$ cat src/rtl/march_pkg.sv
// Shared encodings for the alien march sequencer and its helpers.
// Also imported by the alien-fire scheduler.
package march_pkg;

  localparam logic [1:0] SHIFT_RIGHT = 2'b00;
  localparam logic [1:0] SHIFT_LEFT  = 2'b01;
  localparam logic [1:0] SHIFT_DOWN  = 2'b10;

  typedef enum logic [2:0] {
    ST_IDLE,
    ST_WAIT,
    ST_REQ,
    ST_LANDED,
    ST_CLEARED
  } march_state_e;

  function automatic int idx_w(int n);
    return (n > 1) ? $clog2(n) : 1;
  endfunction

endpackage

$ cat src/rtl/alive_bounds.sv
// Combinational extent and population of the alive formation.
// lcol/rcol/brow are 0 when nothing is alive; qualify with any_alive.
module alive_bounds
  import march_pkg::*;
#(
  parameter  int X_NUM_BLOCKS = 5,
  parameter  int Y_NUM_BLOCKS = 4,
  localparam int N  = X_NUM_BLOCKS * Y_NUM_BLOCKS,
  localparam int CW = idx_w(X_NUM_BLOCKS),
  localparam int RW = idx_w(Y_NUM_BLOCKS),
  localparam int NW = $clog2(N + 1)
) (
  input  logic [N-1:0]  alive_mask,
  output logic [CW-1:0] lcol,
  output logic [CW-1:0] rcol,
  output logic [RW-1:0] brow,
  output logic [NW-1:0] cnt,
  output logic          any_alive
);

  logic [X_NUM_BLOCKS-1:0] col_any;
  logic [Y_NUM_BLOCKS-1:0] row_any;

  always_comb begin
    col_any = '0;
    row_any = '0;
    for (int r = 0; r < Y_NUM_BLOCKS; r++) begin
      for (int c = 0; c < X_NUM_BLOCKS; c++) begin
        if (alive_mask[r*X_NUM_BLOCKS+c]) begin
          col_any[c] = 1'b1;
          row_any[r] = 1'b1;
        end
      end
    end
  end

  always_comb begin
    lcol = '0;
    rcol = '0;
    brow = '0;
    cnt  = '0;
    for (int c = X_NUM_BLOCKS - 1; c >= 0; c--)
      if (col_any[c]) lcol = CW'(c);
    for (int c = 0; c < X_NUM_BLOCKS; c++)
      if (col_any[c]) rcol = CW'(c);
    for (int r = 0; r < Y_NUM_BLOCKS; r++)
      if (row_any[r]) brow = RW'(r);
    for (int i = 0; i < N; i++)
      cnt = cnt + NW'(alive_mask[i]);
  end

  assign any_alive = |alive_mask;

endmodule

$ cat src/rtl/alien_march_ctrl.sv
// Alien formation march sequencer: tick divider, step choice,
// req/ack step handshake, landing and cleared detection.
module alien_march_ctrl
  import march_pkg::*;
#(
  parameter  int X_SIZE       = 8,
  parameter  int Y_SIZE       = 10,
  parameter  int X_NUM_BLOCKS = 5,
  parameter  int Y_NUM_BLOCKS = 4,
  parameter  int DIV_SHIFT    = 2,
  parameter  int MAX_DIV      = 8,
  localparam int N  = X_NUM_BLOCKS * Y_NUM_BLOCKS,
  localparam int XW = $clog2(X_SIZE),
  localparam int YW = $clog2(Y_SIZE)
) (
  input  logic          clk,
  input  logic          rst,
  input  logic          block_tick,
  input  logic          start,
  input  logic [N-1:0]  alive_mask,
  output logic          shift_req,
  output logic [1:0]    shift_dir,
  input  logic          shift_ack,
  output logic [XW-1:0] x_off,
  output logic [YW-1:0] y_off,
  output logic          dir_left,
  output logic          busy,
  output logic          landed,
  output logic          cleared
);

  localparam int CW = idx_w(X_NUM_BLOCKS);
  localparam int RW = idx_w(Y_NUM_BLOCKS);
  localparam int NW = $clog2(N + 1);
  localparam int DW = $clog2(MAX_DIV + 1);

  march_state_e state_q, state_d;

  logic [CW-1:0] lcol, rcol;
  logic [RW-1:0] brow;
  logic [NW-1:0] cnt;
  logic          any_alive;

  logic [DW-1:0] tick_cnt;
  logic [DW-1:0] div;
  logic          tick_hit;
  logic          at_right, at_left;
  logic [1:0]    step_next;
  logic          land_hit;

  alive_bounds #(
    .X_NUM_BLOCKS(X_NUM_BLOCKS),
    .Y_NUM_BLOCKS(Y_NUM_BLOCKS)
  ) u_bounds (
    .alive_mask(alive_mask),
    .lcol      (lcol),
    .rcol      (rcol),
    .brow      (brow),
    .cnt       (cnt),
    .any_alive (any_alive)
  );

  always_comb begin
    div = DW'(MAX_DIV);
    if (int'(cnt >> DIV_SHIFT) + 1 < MAX_DIV)
      div = DW'(int'(cnt >> DIV_SHIFT) + 1);
  end

  assign tick_hit =
    block_tick && (int'(tick_cnt) + 1 >= int'(div));

  assign at_right =
    (int'(x_off) + int'(rcol)) == (X_SIZE - 1);
  assign at_left =
    (int'(x_off) + int'(lcol)) == 0;

  always_comb begin
    step_next = dir_left ? SHIFT_LEFT : SHIFT_RIGHT;
    if ((!dir_left && at_right) || (dir_left && at_left))
      step_next = SHIFT_DOWN;
  end

  // Judged on the post-step row, i.e. y_off + 1.
  assign land_hit = (shift_dir == SHIFT_DOWN) &&
    (int'(y_off) + 1 + int'(brow) >= Y_SIZE - 2);

  always_ff @(posedge clk or negedge rst) begin
    if (!rst) state_q <= ST_IDLE;
    else      state_q <= state_d;
  end

  always_comb begin
    state_d = state_q;
    if (start) begin
      state_d = ST_WAIT;
    end else begin
      unique case (state_q)
        ST_WAIT: begin
          if (!any_alive)    state_d = ST_CLEARED;
          else if (tick_hit) state_d = ST_REQ;
        end
        ST_REQ: begin
          if (shift_ack)
            state_d = land_hit ? ST_LANDED : ST_WAIT;
        end
        default: state_d = state_q;
      endcase
    end
  end

  always_comb begin
    shift_req = 1'b0;
    busy      = 1'b0;
    landed    = 1'b0;
    cleared   = 1'b0;
    unique case (1'b1)
      state_q == ST_IDLE:    ;
      state_q == ST_WAIT:    busy = 1'b1;
      state_q == ST_REQ: begin
        busy      = 1'b1;
        shift_req = 1'b1;
      end
      state_q == ST_LANDED:  landed  = 1'b1;
      state_q == ST_CLEARED: cleared = 1'b1;
    endcase
  end

  always_ff @(posedge clk or negedge rst) begin
    if (!rst) begin
      x_off     <= '0;
      y_off     <= '0;
      dir_left  <= 1'b0;
      tick_cnt  <= '0;
      shift_dir <= SHIFT_RIGHT;
    end else if (start) begin
      x_off    <= '0;
      y_off    <= '0;
      dir_left <= 1'b0;
      tick_cnt <= '0;
    end else if (state_q == ST_WAIT && any_alive && block_tick) begin
      if (tick_hit) begin
        tick_cnt  <= '0;
        shift_dir <= step_next;
      end else begin
        tick_cnt <= tick_cnt + DW'(1);
      end
    end else if (state_q == ST_REQ && shift_ack) begin
      unique case (shift_dir)
        SHIFT_RIGHT: x_off <= x_off + XW'(1);
        SHIFT_LEFT:  x_off <= x_off - XW'(1);
        SHIFT_DOWN: begin
          y_off    <= y_off + YW'(1);
          dir_left <= ~dir_left;
        end
        default: ;
      endcase
    end
  end

endmodule

$ cat config.mk
export PLATFORM = sky130hd
export DESIGN_NAME = alien_march_ctrl
export DESIGN_NICKNAME = d
export VERILOG_FILES = /design/src/rtl/march_pkg.sv /design/src/rtl/alive_bounds.sv /design/src/rtl/alien_march_ctrl.sv
export SDC_FILE = /design/constraint.sdc
export NUM_CORES = 1
export LEC_CHECK = 0
export CAP_MARGIN = 20
export CORE_MARGIN = 3
export CORE_UTILIZATION = 45
export CTS_CLUSTER_SIZE = 30
export DETAILED_ROUTE_END_ITERATION = 12
export GPL_TIMING_DRIVEN = 0
export PLACE_DENSITY_LB_ADDON = 0.05
export SYNTH_ARGS = -nofsm -noshare
export SYNTH_HDL_FRONTEND = slang
export SYNTH_SLANG_ARGS = --single-unit
$ cat constraint.sdc
create_clock -name clk -period 4.6 [get_ports clk]
set_clock_uncertainty 0.05 [all_clocks]
set_input_delay 0.92 -clock clk [delete_from_list [all_inputs] [get_ports clk]]
set_output_delay 0.92 -clock clk [all_outputs]
set_load 0.01 [all_outputs]
==> impl_metrics.ini <==
[synth]
synth_nets = 295
synth-xor-area-share = 0.0342
yosysSeqAreaShare = 0.207
synth.cell_area_sq_mm = 0.00205
synthArstFlopShare = 1.00
synth-seq-cells = 17
synth_area_per_cell_sq_um = 8.92
synth-edff-count = 0
synthSimpleGateAreaFrac = 0.220
yosys_warnings = 0
synth-compound-area-share = 0.120
synthMuxAreaShare = 0.0329
synth.distinct_cells = 47
postSynthCellCount = 230
dominantRegCellSynth = dfrtp_1
synthAdderAreaFrac = 0.299
synth_top_family_by_area = adder cells

[clock_network]
cts-buffers-inserted = 3
clkSlewWorstSetupHoldPaths_ns = 0.07
cts_buffer_depth = 2
cts.htree.levels = 1
clkLatencyLatePin_ns = 0.25
cts_sinks = 17
root_buffer = clkbuf_8
cts_tree = built

[power_and_ir_drop]
irDropWorstVdd_mv = 0.981
power_density_mw_per_mm2 = 728
total_power_mw = 1.93
leakage_nw = 1.25

[cells_and_area]
layoutNonFillerInstCount = 327
area_growth_pct = 29.3
drive_gt1_frac = 0.137
nets = 343
diodes = 0
nFillCells = 361

[floorplanning]
rows = 23
start_util = 0.488
pin_count = 39
dieArea_sq_mm = 0.00540
dieWidth_um = 73.5
die_y_um = 73.5
core_sq_mm = 0.00420

[setup_path]
worst-path-max-fanout = 3
critPathRequiredTime_ns = 4.71
crit_chain = buf_8 -> inv_8 -> ha_4 -> inv_2 -> fa_1 -> fa_1 -> fa_1 -> fa_1 -> fa_1 -> inv_1 -> ha_1 -> a21o_1 -> a21oi_4 -> nand2b_4 -> a21oi_2 -> ha_2 -> nand2_1 -> ha_1 -> a211o_1 -> a21oi_4 -> or4b_4 -> o311ai_1
reg2reg_slack_ns = 2.32
path_buf_inv = 4
critPathSlowestCell = fa_1
crit_path_end_kind = register
cp_data_arrival_time_ns = 6.24
startpoint_type = input pin
worst_path_largest_cell_delay_ns = 0.51
cp_common_cell = fa_1
critPathKind = input pin to register
r2r-end = tick_cnt[2]
r2r_start = tick_cnt[0]
cpLargestDelayFamily = adder cells
r2r_cells = 6

[place]
numPortBuffers = 37
place_inst = 317
hpwlAfterDp_um = 3540
routabilityCongestion = 0.838
place_ws_ns = -2.59

[global_routing]
grt_util_all_layers = 0.178
grt_pass1_vias = 1605
grt_overflow = 0
antenna_found_initial = 0
grt_max_degree = 18
grt_pass1_wl_um = 7550

[drt]
wl_um = 4360
antenna_left = 0
num_vias = 1697
drt_pre_antenna_iters = 4
drc_errors = 0
vias_per_cell = 5.19
drt_iter0_markers = 60
wl_per_cell_um = 13.3

[outcome]
status = finished with violations
violations = setup timing

[worst_hold_path]
worstHoldPathCells = 2
min_path_type = register to register
min_from = tick_cnt[1]
hold_end = tick_cnt[1]

[timing]
setup_viol = 8
relSlewSlack = 0.471
worst_pin_slew_ns = 0.792
finalCritPeriodShare = 1.33
hold_viol_final = 0
maxSlewViolCount = 0
rsz0062_at_grt = yes
period_needed_ns = 6.13
setup_ws_ns = -1.53
fmax_mhz = 163

[flow_run]
maxCapViolCount = 0
## cells in the final DEF, fill, tap and decap left out, drive strengths merged, types with 4 or more instances in the layout
master / count
clkdlybuf4s50: 27
dfrtp: 17
nand2: 16
dlygate4sd2: 4
inv: 45
nor3: 4
a31oi: 4
xnor2: 6
nor2: 13
or4: 5
buf: 9
nand2b: 9
o21ai: 6
ha: 25
clkbuf: 5
nor3b: 4
a21oi: 11
nor2b: 5
nand3: 8
fa: 15
nor4: 5
## flip-flops by register name (all words and copies together), names as in the netlist
register	flops
dir_left	1
x_off	3
shift_dir	2
state_q	3
tick_cnt	4
y_off	4
## Yosys cell counts (2+ instances only)
| cell | n | area (sq um) |
|---|---|---|
| mux2i_1 | 3 | 30.0 |
| or4_1 | 4 | 30.0 |
| nand2b_1 | 9 | 56.3 |
| xnor2_1 | 6 | 52.6 |
| nand3_1 | 8 | 40.0 |
| ha_1 | 25 | 313 |
| or4b_2 | 2 | 20.0 |
| fa_1 | 15 | 300 |
| nor2_1 | 13 | 48.8 |
| mux2_2 | 2 | 22.5 |
| nor3b_1 | 3 | 22.5 |
| o21ai_0 | 6 | 30.0 |
| inv_1 | 45 | 169 |
| nand2_1 | 16 | 60.1 |
| nor4_1 | 4 | 25.0 |
| xor2_1 | 2 | 17.5 |
| dfrtp_1 | 17 | 425 |
| a21oi_1 | 10 | 50.1 |
| a31oi_1 | 4 | 25.0 |
| nor3_1 | 3 | 15.0 |
| nor2b_1 | 5 | 31.3 |
| and2_1 | 2 | 12.5 |
| or3_1 | 2 | 12.5 |
## final cells by class
cell class,instances,area (sq um),area share
Inverter,45,181,0.0684
Buffer,2,8.76,0.00330
Sequential cell,17,425,0.160
Tap cell,50,62.6,0.0236
Clock inverter,1,5.00,0.00189
Multi-Input combinational cell,166,1510,0.567
Timing Repair Buffer,43,423,0.159
Clock buffer,3,41.3,0.0156
## metrics by stage
| step | utilization | hold slack (ns) | instance area (sq um) | TNS, ns |
|---|---|---|---|---|
| 5_1_grt | 0.631 | 0.561 | 2650 | -13.10 |
| 2_1_floorplan | - | 0.464 | 2100 | -11.19 |
| 3_5_place_dp | 0.602 | 0.518 | 2530 | -18.64 |
| 6_report | 0.631 | 0.530 | 2650 | -11.34 |
| 3_3_place_gp | 0.602 | 0.512 | 2530 | -18.24 |
| 4_1_cts | 0.632 | 0.532 | 2650 | -12.18 |
## repair_timing
item / CTS / global route
hold buffers: 0 / 0
buffers inserted: 6 / 0
setup endpoints to repair: 8 / 8
hold endpoints to repair: 0 / 0
resized for setup: 29 / 4
pin swaps: 16 / 8
## where the power goes
group	total, mW	internal, mW	switching [mW]	leakage [nW]
Sequential	0.233	0.183	0.0501	0.224
Combinational	1.58	0.854	0.728	0.998
Clock	0.115	0.0602	0.0551	0.0255
Total	1.93	1.10	0.833	1.25
## worst max-delay path by stage
| stage | start | to | slack [ns] | cells after the start |
|---|---|---|---|---|
| detailed placement | alive_mask[1] | tick_cnt[2] | -2.59 | 24 |
| floorplan | alive_mask[1] | tick_cnt[2] | -1.67 | 21 |
| CTS | alive_mask[1] | tick_cnt[2] | -1.63 | 24 |
| global route | alive_mask[1] | tick_cnt[2] | -1.71 | 24 |
| global placement | alive_mask[1] | tick_cnt[2] | -2.53 | 22 |
| finish | alive_mask[1] | tick_cnt[2] | -1.53 | 22 |
## cells by family (layout without fill, tap and decap cells)
family	Yosys count	in the layout
flip-flops	17	17
AO/OA/AOI/OAI	35	35
buffers and inverters	47	94
adder cells (fa/ha/maj)	40	40
XOR/XNOR	8	8
multiplexers	6	6
AND/OR/NAND/NOR	77	77
## per-layer routing
layer  global-route usage  vias up  part of all wire
li1                     -      874                 -
met1                0.251      785              0.47
met2                0.288       32              0.48
met3               0.0137        6             0.030
met4               0.0543        0             0.017
met5                    0        -                 0
## tightest hold or removal path, cell delays in order (launching register included)
cell      delay (ns)
dfrtp_1         0.41
nand2b_1        0.08
a21oi_1         0.06
(Power assumes the default switching activity.)
